[src/rtl/alu_seq_pkg.sv]
// Shared definitions for the bit-serial-by-nibble ALU: op indices, 74181 function
// codes packed as {S[3:0], M, cin}, FSM states and the op_sel decoder.
package alu_seq_pkg;

  localparam int SLICE_W = 4;

  localparam int OP_ADD = 7;
  localparam int OP_SUB = 6;
  localparam int OP_AND = 5;
  localparam int OP_OR  = 4;
  localparam int OP_XOR = 3;
  localparam int OP_NOT = 2;
  localparam int OP_INC = 1;
  localparam int OP_DEC = 0;

  localparam logic [5:0] CODE_ADD = 6'b1001_0_0;
  localparam logic [5:0] CODE_SUB = 6'b0110_0_1;
  localparam logic [5:0] CODE_AND = 6'b1011_1_0;
  localparam logic [5:0] CODE_OR  = 6'b1110_1_0;
  localparam logic [5:0] CODE_XOR = 6'b0110_1_0;
  localparam logic [5:0] CODE_NOT = 6'b0000_1_0;
  localparam logic [5:0] CODE_INC = 6'b0000_0_1;
  localparam logic [5:0] CODE_DEC = 6'b1111_0_0;
  localparam logic [5:0] CODE_ILL = 6'b0011_1_0;

  typedef enum logic [1:0] {
    ST_IDLE,
    ST_CALC,
    ST_DONE
  } state_e;

  function automatic logic is_onehot(input logic [7:0] v);
    return (v != 8'd0) && ((v & (v - 8'd1)) == 8'd0);
  endfunction

  function automatic logic [5:0] decode_op(input logic [7:0] op_sel);
    logic [5:0] code;
    case (op_sel)
      8'b1000_0000: code = CODE_ADD;
      8'b0100_0000: code = CODE_SUB;
      8'b0010_0000: code = CODE_AND;
      8'b0001_0000: code = CODE_OR;
      8'b0000_1000: code = CODE_XOR;
      8'b0000_0100: code = CODE_NOT;
      8'b0000_0010: code = CODE_INC;
      8'b0000_0001: code = CODE_DEC;
      default:      code = CODE_ILL;
    endcase
    return code;
  endfunction

endpackage

[src/rtl/alu181_slice.sv]
// Combinational 4-bit 74181-equivalent slice, active-high data and carry.
// c3 is the carry into the slice's top bit, used for signed overflow detection.
module alu181_slice
  import alu_seq_pkg::*;
(
  input  logic [3:0]         s,
  input  logic               m,
  input  logic               cin,
  input  logic [SLICE_W-1:0] a_nib,
  input  logic [SLICE_W-1:0] b_nib,
  output logic [SLICE_W-1:0] f_nib,
  output logic               cout,
  output logic               c3
);

  logic [3:0] p;
  logic [3:0] g;
  logic [4:0] sum;
  logic [3:0] low;

  // Arithmetic mode is g + p + cin; logic mode is the complemented half-sum.
  always_comb begin
    p   = a_nib | (b_nib & {4{s[0]}}) | (~b_nib & {4{s[1]}});
    g   = (a_nib & ~b_nib & {4{s[2]}}) | (a_nib & b_nib & {4{s[3]}});
    sum = {1'b0, g} + {1'b0, p} + {4'b0000, cin};
    low = {1'b0, g[2:0]} + {1'b0, p[2:0]} + {3'b000, cin};
    if (m) begin
      f_nib = ~(p ^ g);
      cout  = 1'b0;
      c3    = 1'b0;
    end else begin
      f_nib = sum[3:0];
      cout  = sum[4];
      c3    = low[3];
    end
  end

endmodule

[src/rtl/alu_seq.sv]
// Multi-cycle ALU: one 74181 slice evaluated per cycle, LS nibble first, carry chained.
// Define ALU_OVF_EN to build signed-overflow detection; otherwise ovf is tied low.
module alu_seq
  import alu_seq_pkg::*;
#(
  parameter int WIDTH = 16
) (
  input  logic             clk,
  input  logic             rst_n,
  input  logic             op_valid,
  output logic             op_ready,
  input  logic [7:0]       op_sel,
  input  logic [WIDTH-1:0] a,
  input  logic [WIDTH-1:0] b,
  output logic             res_valid,
  input  logic             res_ready,
  output logic [WIDTH-1:0] result,
  output logic             carry,
  output logic             zero,
  output logic             illegal,
  output logic             ovf
);

  localparam int NSL   = WIDTH / SLICE_W;
  localparam int IDX_W = (NSL > 1) ? $clog2(NSL) : 1;
  localparam logic [IDX_W-1:0] LAST_IDX = IDX_W'(NSL - 1);

  state_e             state_q, state_d;
  logic [WIDTH-1:0]   a_q, a_d, b_q, b_d, result_q, result_d;
  logic [5:0]         code_q, code_d;
  logic               ill_op_q, ill_op_d;
  logic               cy_q, cy_d;
  logic [IDX_W-1:0]   idx_q, idx_d;
  logic               carry_q, carry_d, zero_q, zero_d, illegal_q, illegal_d;
  logic [5:0]         dec_code;
  logic [SLICE_W-1:0] a_nib, b_nib, f_nib;
  logic               slice_cout;
`ifdef ALU_OVF_EN
  logic               slice_c3;
  logic               ovf_q, ovf_d;
`endif

  assign dec_code = decode_op(op_sel);
  assign a_nib    = a_q[{idx_q, 2'b00} +: SLICE_W];
  assign b_nib    = b_q[{idx_q, 2'b00} +: SLICE_W];

  alu181_slice u_slice (
    .s     (code_q[5:2]),
    .m     (code_q[1]),
    .cin   (cy_q),
    .a_nib (a_nib),
    .b_nib (b_nib),
    .f_nib (f_nib),
    .cout  (slice_cout),
`ifdef ALU_OVF_EN
    .c3    (slice_c3)
`else
    .c3    ()
`endif
  );

  always_comb begin
    state_d   = state_q;
    a_d       = a_q;
    b_d       = b_q;
    code_d    = code_q;
    ill_op_d  = ill_op_q;
    cy_d      = cy_q;
    idx_d     = idx_q;
    result_d  = result_q;
    carry_d   = carry_q;
    zero_d    = zero_q;
    illegal_d = illegal_q;
`ifdef ALU_OVF_EN
    ovf_d     = ovf_q;
`endif
    case (state_q)
      ST_IDLE: begin
        if (op_valid) begin
          a_d      = a;
          b_d      = b;
          code_d   = dec_code;
          ill_op_d = !is_onehot(op_sel);
          cy_d     = dec_code[0];
          idx_d    = '0;
          state_d  = ST_CALC;
        end
      end
      ST_CALC: begin
        result_d[{idx_q, 2'b00} +: SLICE_W] = f_nib;
        if (!code_q[1]) cy_d = slice_cout;
        idx_d = idx_q + 1'b1;
        // Flags are captured only on the final slice, as the FSM enters DONE.
        if (idx_q == LAST_IDX) begin
          state_d   = ST_DONE;
          carry_d   = !code_q[1] && slice_cout;
          zero_d    = (result_d == '0);
          illegal_d = ill_op_q;
`ifdef ALU_OVF_EN
          ovf_d     = !code_q[1] && (slice_c3 ^ slice_cout);
`endif
        end
      end
      ST_DONE: begin
        if (res_ready) state_d = ST_IDLE;
      end
      default: state_d = ST_IDLE;
    endcase
  end

  always_ff @(posedge clk or negedge rst_n) begin
    if (!rst_n) begin
      state_q   <= ST_IDLE;
      a_q       <= '0;
      b_q       <= '0;
      code_q    <= '0;
      ill_op_q  <= 1'b0;
      cy_q      <= 1'b0;
      idx_q     <= '0;
      result_q  <= '0;
      carry_q   <= 1'b0;
      zero_q    <= 1'b0;
      illegal_q <= 1'b0;
    end else begin
      state_q   <= state_d;
      a_q       <= a_d;
      b_q       <= b_d;
      code_q    <= code_d;
      ill_op_q  <= ill_op_d;
      cy_q      <= cy_d;
      idx_q     <= idx_d;
      result_q  <= result_d;
      carry_q   <= carry_d;
      zero_q    <= zero_d;
      illegal_q <= illegal_d;
    end
  end

`ifdef ALU_OVF_EN
  always_ff @(posedge clk or negedge rst_n) begin
    if (!rst_n) ovf_q <= 1'b0;
    else        ovf_q <= ovf_d;
  end
  assign ovf = ovf_q;
`else
  assign ovf = 1'b0;
`endif

  assign op_ready  = (state_q == ST_IDLE);
  assign res_valid = (state_q == ST_DONE);
  assign result    = result_q;
  assign carry     = carry_q;
  assign zero      = zero_q;
  assign illegal   = illegal_q;

endmodule

[config.mk]
export PLATFORM = sky130hd
export DESIGN_NAME = alu_seq
export DESIGN_NICKNAME = d
export VERILOG_FILES = /design/src/rtl/alu_seq_pkg.sv /design/src/rtl/alu181_slice.sv /design/src/rtl/alu_seq.sv
export SDC_FILE = /design/constraint.sdc
export NUM_CORES = 1
export LEC_CHECK = 0
export ABC_AREA = 1
export BUFFER_PORTS_ARGS = -buffer_cell sky130_fd_sc_hd__buf_2
export CORE_MARGIN = 10
export CORE_UTILIZATION = 30
export DETAILED_ROUTE_END_ITERATION = 8
export PLACE_DENSITY_LB_ADDON = 0.15
export REMOVE_ABC_BUFFERS = 1
export SLEW_MARGIN = 20
export SYNTH_ARGS = -nofsm -noshare
export SYNTH_HDL_FRONTEND = slang
export SYNTH_SLANG_ARGS = --single-unit
[constraint.sdc]
create_clock -name clk -period 3.1 [get_ports clk]
set_input_delay 0.155 -clock clk [delete_from_list [all_inputs] [get_ports clk]]
set_output_delay 0.155 -clock clk [all_outputs]
set_load 0.01 [all_outputs]
==> qor.txt, run 1 <==
Pins Over Slew Limit: 0
Max-slew headroom: 0.396
Avg Vias per Cell: 4.63
Die area: 16,700 um2
Clock skew: 4.16 ps
Critical Path Fanout Max: 7
PortBufs: 64
Critical R2R Launch: idx_q[0]
Max_cap viols: 0
Crit-path cells: clkinv_4 > nand2_1 > a32oi_2 > o21a_1 > o21ai_2 > fa_2 > fa_1 > inv_1 > nand2_1 > nand2_2 > nand4_1 > nand2_1 > nor2_1 > nand2_1 > nor2_1 > nand2_1 > nor2_1 > nand2_1 > nand2_1
DR iter-0 viols: 160
Avg Inst Size Synth: 7.35 um2
Worst Setup SP: idx_q[0]
Total vias in the final route: 3,275
Hold path depth: 3
Clock latency on the worst-skew pair: 330 ps
Area of the mapped netlist: 3580 um2
Worst Setup End Kind: register
Share of the synthesized area in the top cell type: 0.433
#FFs+latches synth: 62
Outcome: complete, no violations
Worst Tran Pin Value: 906 ps
Max VDD drop: 0.371 mV
Min-Delay Startpoint: b[10]
# IOs: 66
Die Y: 129 um
Min-delay worst type: input port to register
Pint: 2.86 mW
Fin crit period: 2910 ps
Sequential share of the synthesized area: 0.433
Top cells by area, synth: dfrtp_1 (43%), nand2_1 (21%), nor2_1 (4.9%)
Yosys top cell by area: dfrtp_1
CTS buffer count: 9
Routability cong.: 0.780
Reg2Reg Depth: 19
Final hold slack: 19.3 ps
Final worst slack: 189 ps
Final Cell Area: 4460 um2
Die Width: 129 um
# rows: 39
PD cells: 1170 nW/um2
CP arrival: 3180 ps
Post-DP HPWL: 7370 um
DP Cell Count: 686
Initial core utilization: 0.310
Vias in the first global route: 3,270
First drt pass iteration count: 4
Synth Instances: 487
Clock power frac: 0.179
CP max-delay cell: fa_1
Req. time, crit path: 3370 ps
Reg2Reg Setup Slack: 190 ps
Setup WS pre-CTS: 66.1 ps
Seq pwr share: 0.276
Drc violations: 0
Post-Route WL: 9730 um
CTS root buffer: clkbuf_16
WHS Endpoint: b_q[10]
Tcrit/Tclk final: 0.939
Most frequent cell after synthesis: nand2_1
Leak Pwr: 2.36 nW
Most frequent cells after synthesis: nand2_1 (205), dfrtp_1 (62), nor2_1 (47)
Global-route wire length before repair: 16,300 um
Post-Layout Cell Count: 708
Util after Layout: 0.385
Sw Ratio: 0.450
Antenna violations before repair: 0
Fmax: 344 MHz
GR Overflow Total: 0
Clk buf depth: 2
DRT antenna net count: 0
Max incr delay on CP: 530 ps
Clock Sinks: 62
Worst Setup Start Kind: register
EDFF count, synth: 0
Synth async-reset ratio: 1.00
# setup viols final: 0
CP dominant cell by count: nand2_1
Wirelength per Cell: 13.7 um
Ys Warns: 0
CP Class: register to register
Layout cells sized above 1: 0.223
Hold Fails Final Rpt: 0
Primary FF master, synth: dfrtp_1
P_sw: 2.34 mW
Antenna diodes: 0
Area growth syn-to-layout: 24.5%
Total track usage: 0.121
RR Endpoint: zero
Synth cell types: 39
Largest net degree at the start of global routing: 43
Total core area: 11,600 um2
CTS tree: built
Reg clk slew, reported paths: 50 ps
# nets final: 618
DP Area: 4030 um2
Max H-tree Level: 3
RSZ-0062 raised after global routing: true
Logic pwr share: 0.544
## cells by family (layout without fill, tap and decap cells)
logic type               count (synthesis)  in the layout  synth area share
AND/OR/NAND/NOR                        290            290             0.330
buffers and inverters                   65            143            0.0877
flip-flops                              62             62             0.433
AO/OA/AOI/OAI                           57             57             0.101
adder cells (fa/ha/maj)                 12             12            0.0461
other                                    1              1           0.00105
## worst max path at each step
stage / endpoint / slack (ps) / cells past startpoint
after CTS: zero / 50 / 19
after global placement: zero / 140 / 19
final: zero / 190 / 19
after floorplan: zero / -10 / 19
after detailed placement: zero / 70 / 19
after global routing: zero / -70 / 21
## through the flow
step	TNS [ps]	power, mW
2_1_floorplan	-12.9	3.20
3_3_place_gp	0	4.01
3_5_place_dp	0	4.05
4_1_cts	0	5.01
5_1_grt	-69.2	5.73
6_report	0	5.20
## sequential cells by signal (all words and copies together), names as in the netlist
| register | count |
|---|---|
| a_q | 16 |
| b_q | 16 |
| result | 16 |
| code_q | 5 |
| idx_q | 2 |
| state_q | 2 |
| carry | 1 |
| cy_q | 1 |
| ill_op_q | 1 |
| illegal | 1 |
| zero | 1 |
## repair_timing
item                       in CTS  in global routing
hold buffers                    2                  0
buffers inserted                0                  6
gates resized for setup         0                 26
hold endpoints to repair        6                  0
setup endpoints to repair       0                  1
## layout make-up
| class | instances | area (um2) |
|---|---|---|
| Clock inverter | 1 | 5.00 |
| Sequential cell | 62 | 1550 |
| Multi-Input combinational cell | 360 | 1780 |
| Fill cell | 1239 | 7110 |
| Inverter | 46 | 183 |
| Clock buffer | 13 | 270 |
| Timing Repair Buffer | 83 | 487 |
| Tap cell | 143 | 179 |
## routing by layer
metal / GRT usage / wire, um / part of all wire
met1: 0.155 / 4660 / 0.48
met2: 0.194 / 4480 / 0.46
met3: 0.0375 / 486 / 0.050
met4: 0.0321 / 100 / 0.010
met5: 0 / 0 / 0
## power groups by stage
stage          registers, mW  clock network (mW)  logic (mW)
6_report                1.43               0.933        2.83
3_3_place_gp            1.44                   0        2.57
2_1_floorplan           1.46                   0        1.74
3_5_place_dp            1.44                   0        2.60
5_1_grt                 1.49               0.992        3.25
4_1_cts                 1.43               0.957        2.62
## cell usage in the layout (no fill, tap or decap), types with 3 or more instances in the layout
master	synthesis	routed
nand2_1	205	200
a32o_1	4	4
clkbuf_8	0	3
ha_1	10	10
buf_6	6	5
nand2_2	2	7
a21oi_1	10	9
clkbuf_16	0	9
buf_2	2	64
dfrtp_1	62	61
inv_1	41	40
a31oi_1	10	10
nor2_1	47	44
o21ai_0	18	18
nor2_2	1	3
buf_4	4	12
nand3_1	18	14
nand4_1	11	11
nand3_2	1	5
## worst max-delay path: cells and delay by family, from the launching register on
family / cells / cell delay [ps]
AO/OA/AOI/OAI: 3 / 470
adder cells (fa/ha/maj): 2 / 920
buffers and inverters: 2 / 140
flip-flops: 1 / 450
AND/OR/NAND/NOR: 12 / 870
Note: power is estimated with default switching activity, not from simulation.
==> run 2, diff against run 1 <==
--- a/config.mk
+++ b/config.mk
@@ -8,7 +8,7 @@
 export ABC_AREA = 1
 export BUFFER_PORTS_ARGS = -buffer_cell sky130_fd_sc_hd__buf_2
 export CORE_MARGIN = 10
-export CORE_UTILIZATION = 30
+export CORE_UTILIZATION = 45
 export DETAILED_ROUTE_END_ITERATION = 8
 export PLACE_DENSITY_LB_ADDON = 0.15
 export REMOVE_ABC_BUFFERS = 1
==> run 2 against run 1 <==
Sequential share of layout area is 0.22 points higher. Clock power is 31% lower. Worst hold slack worse by 8.3 ps. Clock skew is 3.2 ps higher.
==> qor.txt, run 2 (synthesis results as in run 1) <==
Storage element area: 1550 um2
# rows: 32
DRT antenna net count: 0
Min-delay worst type: input port to register
Max_cap viols: 0
CP Class: register to register
GR Overflow Total: 0
First drt pass iteration count: 5
Hold Fails Final Rpt: 0
Buf/Inv on CP: 2
Seq pwr share: 0.305
Clk buf depth: 2
Reg clk slew, reported paths: 70 ps
Total track usage: 0.155
Die area: 11,900 um2
Max VDD drop: 0.467 mV
Die Width: 109 um
Wirelength per Cell: 13.2 um
Post-DP HPWL: 6740 um
Max H-tree Level: 3
Most frequent cells in the layout: nand2_1 (204), buf_2 (64), dfrtp_1 (61)
CP arrival: 3150 ps
CP dominant cell by count: nand2_1
WHS Endpoint: a_q[10]
Pins Over Slew Limit: 0
RR Endpoint: zero
Post-Layout Cell Count: 685
Die Y: 109 um
Area growth syn-to-layout: 23.7%
Area taken by multi-input logic gates: 1730 um2
DR iter-0 viols: 164
Min-Delay Startpoint: a[10]
Leak Pwr: 2.38 nW
Tcrit/Tclk final: 0.923
Reg2Reg Depth: 19
Fillers: 737
Final hold slack: 10.9 ps
Fmax: 349 MHz
Clock power frac: 0.137
Total core area: 7730 um2
Logic pwr share: 0.558
Pint: 2.51 mW
Vias in the first global route: 3,289
Drc violations: 0
Outcome: complete, no violations
Max-slew headroom: 0.569
CTS buffer count: 9
Max incr delay on CP: 510 ps
Routability cong.: 0.862
CTS root buffer: clkbuf_8
Commonest non-fill, non-tap cell in the layout: nand2_1
Critical Path Fanout Max: 9
PortBufs: 64
Antenna diodes: 0
Initial core utilization: 0.463
Post-Route WL: 9040 um
Avg Vias per Cell: 4.95
Hold path depth: 3
CP max-delay cell: fa_1
# nets final: 636
Total vias in the final route: 3,391
Worst Setup Start Kind: register
Sw Ratio: 0.467
Global-route wire length before repair: 15,000 um
Worst Setup End Kind: register
Critical R2R Launch: idx_q[0]
Layout cells sized above 1: 0.197
# IOs: 66
Antenna violations before repair: 0
Worst Tran Pin Value: 643 ps
Crit-path cells: clkinv_4 > nand2_1 > a32oi_2 > o21a_1 > o21ai_2 > fa_2 > fa_1 > inv_1 > nand2_1 > nand2_1 > nand2_1 > nand3_1 > nor2_1 > nand3_1 > nor2_1 > nand2_1 > nor2_1 > nand2_1 > nand2_1
CP top delay family: adder cells
Reg2Reg Setup Slack: 240 ps
CTS tree: built
Largest net degree at the start of global routing: 43
DP Cell Count: 646
P_sw: 2.20 mW
Total chip power: 4.72 mW
Fin crit period: 2860 ps
PD cells: 1060 nW/um2
Setup TNS: 0 ps
Clock latency on the worst-skew pair: 340 ps
Clock skew: 7.33 ps
Req. time, crit path: 3380 ps
Clock Sinks: 62
# setup viols final: 0
run 2: power by group through the flow:
stage / Clock (mW) / Combinational [mW] / Sequential, mW
floorplan: 0 / 1.74 / 1.46
global placement: 0 / 2.48 / 1.45
CTS: 0.664 / 2.57 / 1.44
finish: 0.646 / 2.63 / 1.44
detailed placement: 0 / 2.53 / 1.45
global route: 0.698 / 3.03 / 1.48
run 2: worst max path at each step:
stage | to | depth (start not counted) | start
after floorplan | zero | 19 | idx_q[0]
after global placement | zero | 19 | idx_q[0]
after detailed placement | zero | 19 | idx_q[0]
after CTS | zero | 19 | idx_q[0]
after global routing | zero | 19 | idx_q[0]
final | zero | 19 | idx_q[0]
run 2: what timing repair did:
| item | CTS | global route |
|---|---|---|
| endpoints found under the hold margin | 37 | 0 |
| gates resized for setup | 0 | 8 |
| setup buffers | 0 | 5 |
| hold buffers | 20 | 0 |
| setup endpoints to repair | 0 | 1 |
run 2: through the flow:
step	utilization	setup slack (ps)	area [um2]
after floorplan	-	-12.9	3450
after global placement	0.515	143	3980
after detailed placement	0.517	27.0	4000
after CTS	0.566	12.4	4370
after global routing	0.573	-9.62	4430
final	0.573	239	4430
run 2: cell type report:
class | instances | share of cell area
clock buffers | 13 | 0.0381
clock inverters | 1 | 0.00113
inverters | 46 | 0.0407
multi-input cells | 360 | 0.391
flip-flops and latches | 62 | 0.351
well taps | 102 | 0.0288
repair buffers | 101 | 0.150
run 2: routing by layer:
metal / vias up / part of all wire / GRT usage
li1: 1733 / - / -
met5: - / 0 / 0
met3: 18 / 0.064 / 0.0448
met4: 0 / 0.021 / 0.0706
met1: 1558 / 0.46 / 0.191
met2: 82 / 0.46 / 0.248
run 2: worst register-to-register path, stage by stage, from the launching register on:
cell	delay, ps
dfrtp_2	460
clkinv_4	100
nand2_1	70
a32oi_2	220
o21a_1	170
o21ai_2	70
fa_2	370
fa_1	510
inv_1	40
nand2_1	50
nand2_1	80
nand2_1	100
nand3_1	70
nor2_1	90
nand3_1	70
nor2_1	80
nand2_1	60
nor2_1	90
nand2_1	60
nand2_1	50
==> run 3, diff against run 2 <==
--- a/config.mk
+++ b/config.mk
@@ -7,7 +7,7 @@
 export LEC_CHECK = 0
 export ABC_AREA = 1
 export BUFFER_PORTS_ARGS = -buffer_cell sky130_fd_sc_hd__buf_2
-export CORE_MARGIN = 10
+export CORE_MARGIN = 2
 export CORE_UTILIZATION = 45
 export DETAILED_ROUTE_END_ITERATION = 8
 export PLACE_DENSITY_LB_ADDON = 0.15
==> constraint.sdc (replaced) <==
create_clock -name clk -period 2.9 [get_ports clk]
set_input_delay 0.145 -clock clk [delete_from_list [all_inputs] [get_ports clk]]
set_output_delay 0.145 -clock clk [all_outputs]
set_load 0.01 [all_outputs]
==> run 3 against run 2 <==
Die area fell by 27%. Flip-flop and latch count unchanged. Sequential power up 6%. Total power is 11% higher. Register-to-register slack got worse by 220 ps. Critical endpoint unchanged. Setup slack worse by 220 ps. Design area is 4.0% higher. Sequential share of layout area decreased by 1.4 points. Wire length down 6.5%.
==> qor.txt, run 3 (synthesis results as in run 1) <==
Outcome: complete, no violations
Pins Over Slew Limit: 0
Seq pwr share: 0.290
Reg clk slew, reported paths: 70 ps
WHS Endpoint: b_q[12]
Logic pwr share: 0.564
P_sw: 2.42 mW
RR Endpoint: zero
DRT antenna net count: 0
CTS buffer count: 9
Setup WS pre-CTS: -98.0 ps
CP Class: register to register
# setup viols final: 0
Wirelength per Cell: 12.0 um
Fmax: 348 MHz
Area growth syn-to-layout: 28.6%
Clock latency on the worst-skew pair: 350 ps
GR Overflow Total: 0
Max H-tree Level: 3
Total track usage: 0.211
Critical R2R Launch: idx_q[0]
Total vias in the final route: 3,382
# nets final: 651
Antenna diodes: 0
Sw Ratio: 0.465
PortBufs: 64
Clk buf depth: 2
Max VDD drop: 0.436 mV
Req. time, crit path: 3190 ps
Min-Delay Startpoint: b[12]
Pint: 2.79 mW
Final worst slack: 22.6 ps
Hold path depth: 3
# IOs: 66
Die Width: 93.2 um
Hold Fails Final Rpt: 0
Post-Route WL: 8460 um
Post-DP HPWL: 6140 um
Reg2Reg Depth: 20
CP arrival: 3170 ps
Post-Layout Cell Count: 702
RSZ-0062 raised after global routing: true
Vias in the first global route: 3,198
Max_cap viols: 0
Most frequent cells in the layout: nand2_1 (200), buf_2 (64), dfrtp_1 (62)
Largest net degree at the start of global routing: 43
Drc violations: 0
Die Y: 93.2 um
Clock Sinks: 62
# rows: 32
Die area: 8680 um2
Worst Setup Start Kind: register
Initial core utilization: 0.463
PD cells: 1130 nW/um2
Tcrit/Tclk final: 0.992
Reg2Reg Setup Slack: 20 ps
CTS tree: built
Critical Path Fanout Max: 10
Util after Layout: 0.596
Worst Setup End Kind: register
Max-slew headroom: 0.451
Antenna violations before repair: 0
First drt pass iteration count: 4
Total core area: 7730 um2
Worst Tran Pin Value: 824 ps
Commonest non-fill, non-tap cell in the layout: nand2_1
DP Cell Count: 652
Global-route wire length before repair: 14,600 um
Clock skew: 6.56 ps
Clock power frac: 0.146
Leak Pwr: 2.45 nW
Setup TNS: 0 ps
Min-delay worst type: input port to register
Avg Vias per Cell: 4.82
Fillers: 723
Fin crit period: 2880 ps
DR iter-0 viols: 110
Routability cong.: 0.882
Final hold slack: 6.52 ps
Layout cells sized above 1: 0.203
CTS root buffer: clkbuf_8
run 3: cell types whose count changed in the layout (fill, tap and decap cells not counted), sizes merged:
cell	previous run	this run
clkbuf	13	9
clkinv	3	4
buf	81	84
inv	44	45
dlygate4sd3	20	32
clkinvlp	0	3
bufinv	0	1
run 3: cell type report:
class / count / area, um2 / area share
sequential: 62 / 1550 / 0.337
multi-input combinational: 360 / 1740 / 0.378
inverter: 46 / 180 / 0.0391
tap: 102 / 128 / 0.0277
timing repair buffer: 116 / 803 / 0.175
clock buffer: 9 / 124 / 0.0269
clock inverter: 7 / 75.1 / 0.0163
run 3: critical path, cell delays in order (launching register included):
cell and delay, ps:
dfrtp_1 410, buf_12 150, inv_6 60, nand2_1 60, a32oi_2 190, o21a_1 170, o21ai_2 70, fa_2 380
fa_1 520, inv_1 50, nand2_2 80, nand2_4 60, nand3_1 80, nand2_1 60, nor2_1 90, nand3_1 80
nor2_1 90, nand2_1 50, nor2_1 80, nand2_1 50, nand2_1 50
run 3: metrics by stage:
step	cell area, um2	total power, mW
2_1_floorplan	3450	3.42
3_3_place_gp	4040	4.27
3_5_place_dp	4040	4.34
4_1_cts	4570	5.18
5_1_grt	4600	5.74
6_report	4600	5.22
run 3: worst max path at each step:
stage           end  cells past startpoint      from
2_1_floorplan  zero                     19  idx_q[0]
3_3_place_gp   zero                     20  idx_q[0]
3_5_place_dp   zero                     20  idx_q[0]
4_1_cts        zero                     20  idx_q[0]
5_1_grt        zero                     20  idx_q[0]
6_report       zero                     20  idx_q[0]
run 3: power groups by stage:
stage | Combinational, mW | Clock [mW] | Sequential [mW]
floorplan | 1.85 | 0 | 1.56
CTS | 2.88 | 0.778 | 1.52
global placement | 2.74 | 0 | 1.53
global route | 3.37 | 0.816 | 1.56
detailed placement | 2.81 | 0 | 1.53
finish | 2.94 | 0.762 | 1.52
run 3: per-layer routing:
| layer | global-route usage | wire length [um] |
|---|---|---|
| met1 | 0.275 | 4030 |
| met2 | 0.355 | 3980 |
| met3 | 0.0467 | 340 |
| met4 | 0.0551 | 107 |
| met5 | 0 | 0 |
run 3: timing repair:
action / CTS / global route
hold endpoints to repair: 65 / 0
resized for setup: 3 / 5
pin swaps: 0 / 1
setup buffers: 0 / 2
setup endpoints to repair: 1 / 2
hold buffers: 32 / 0
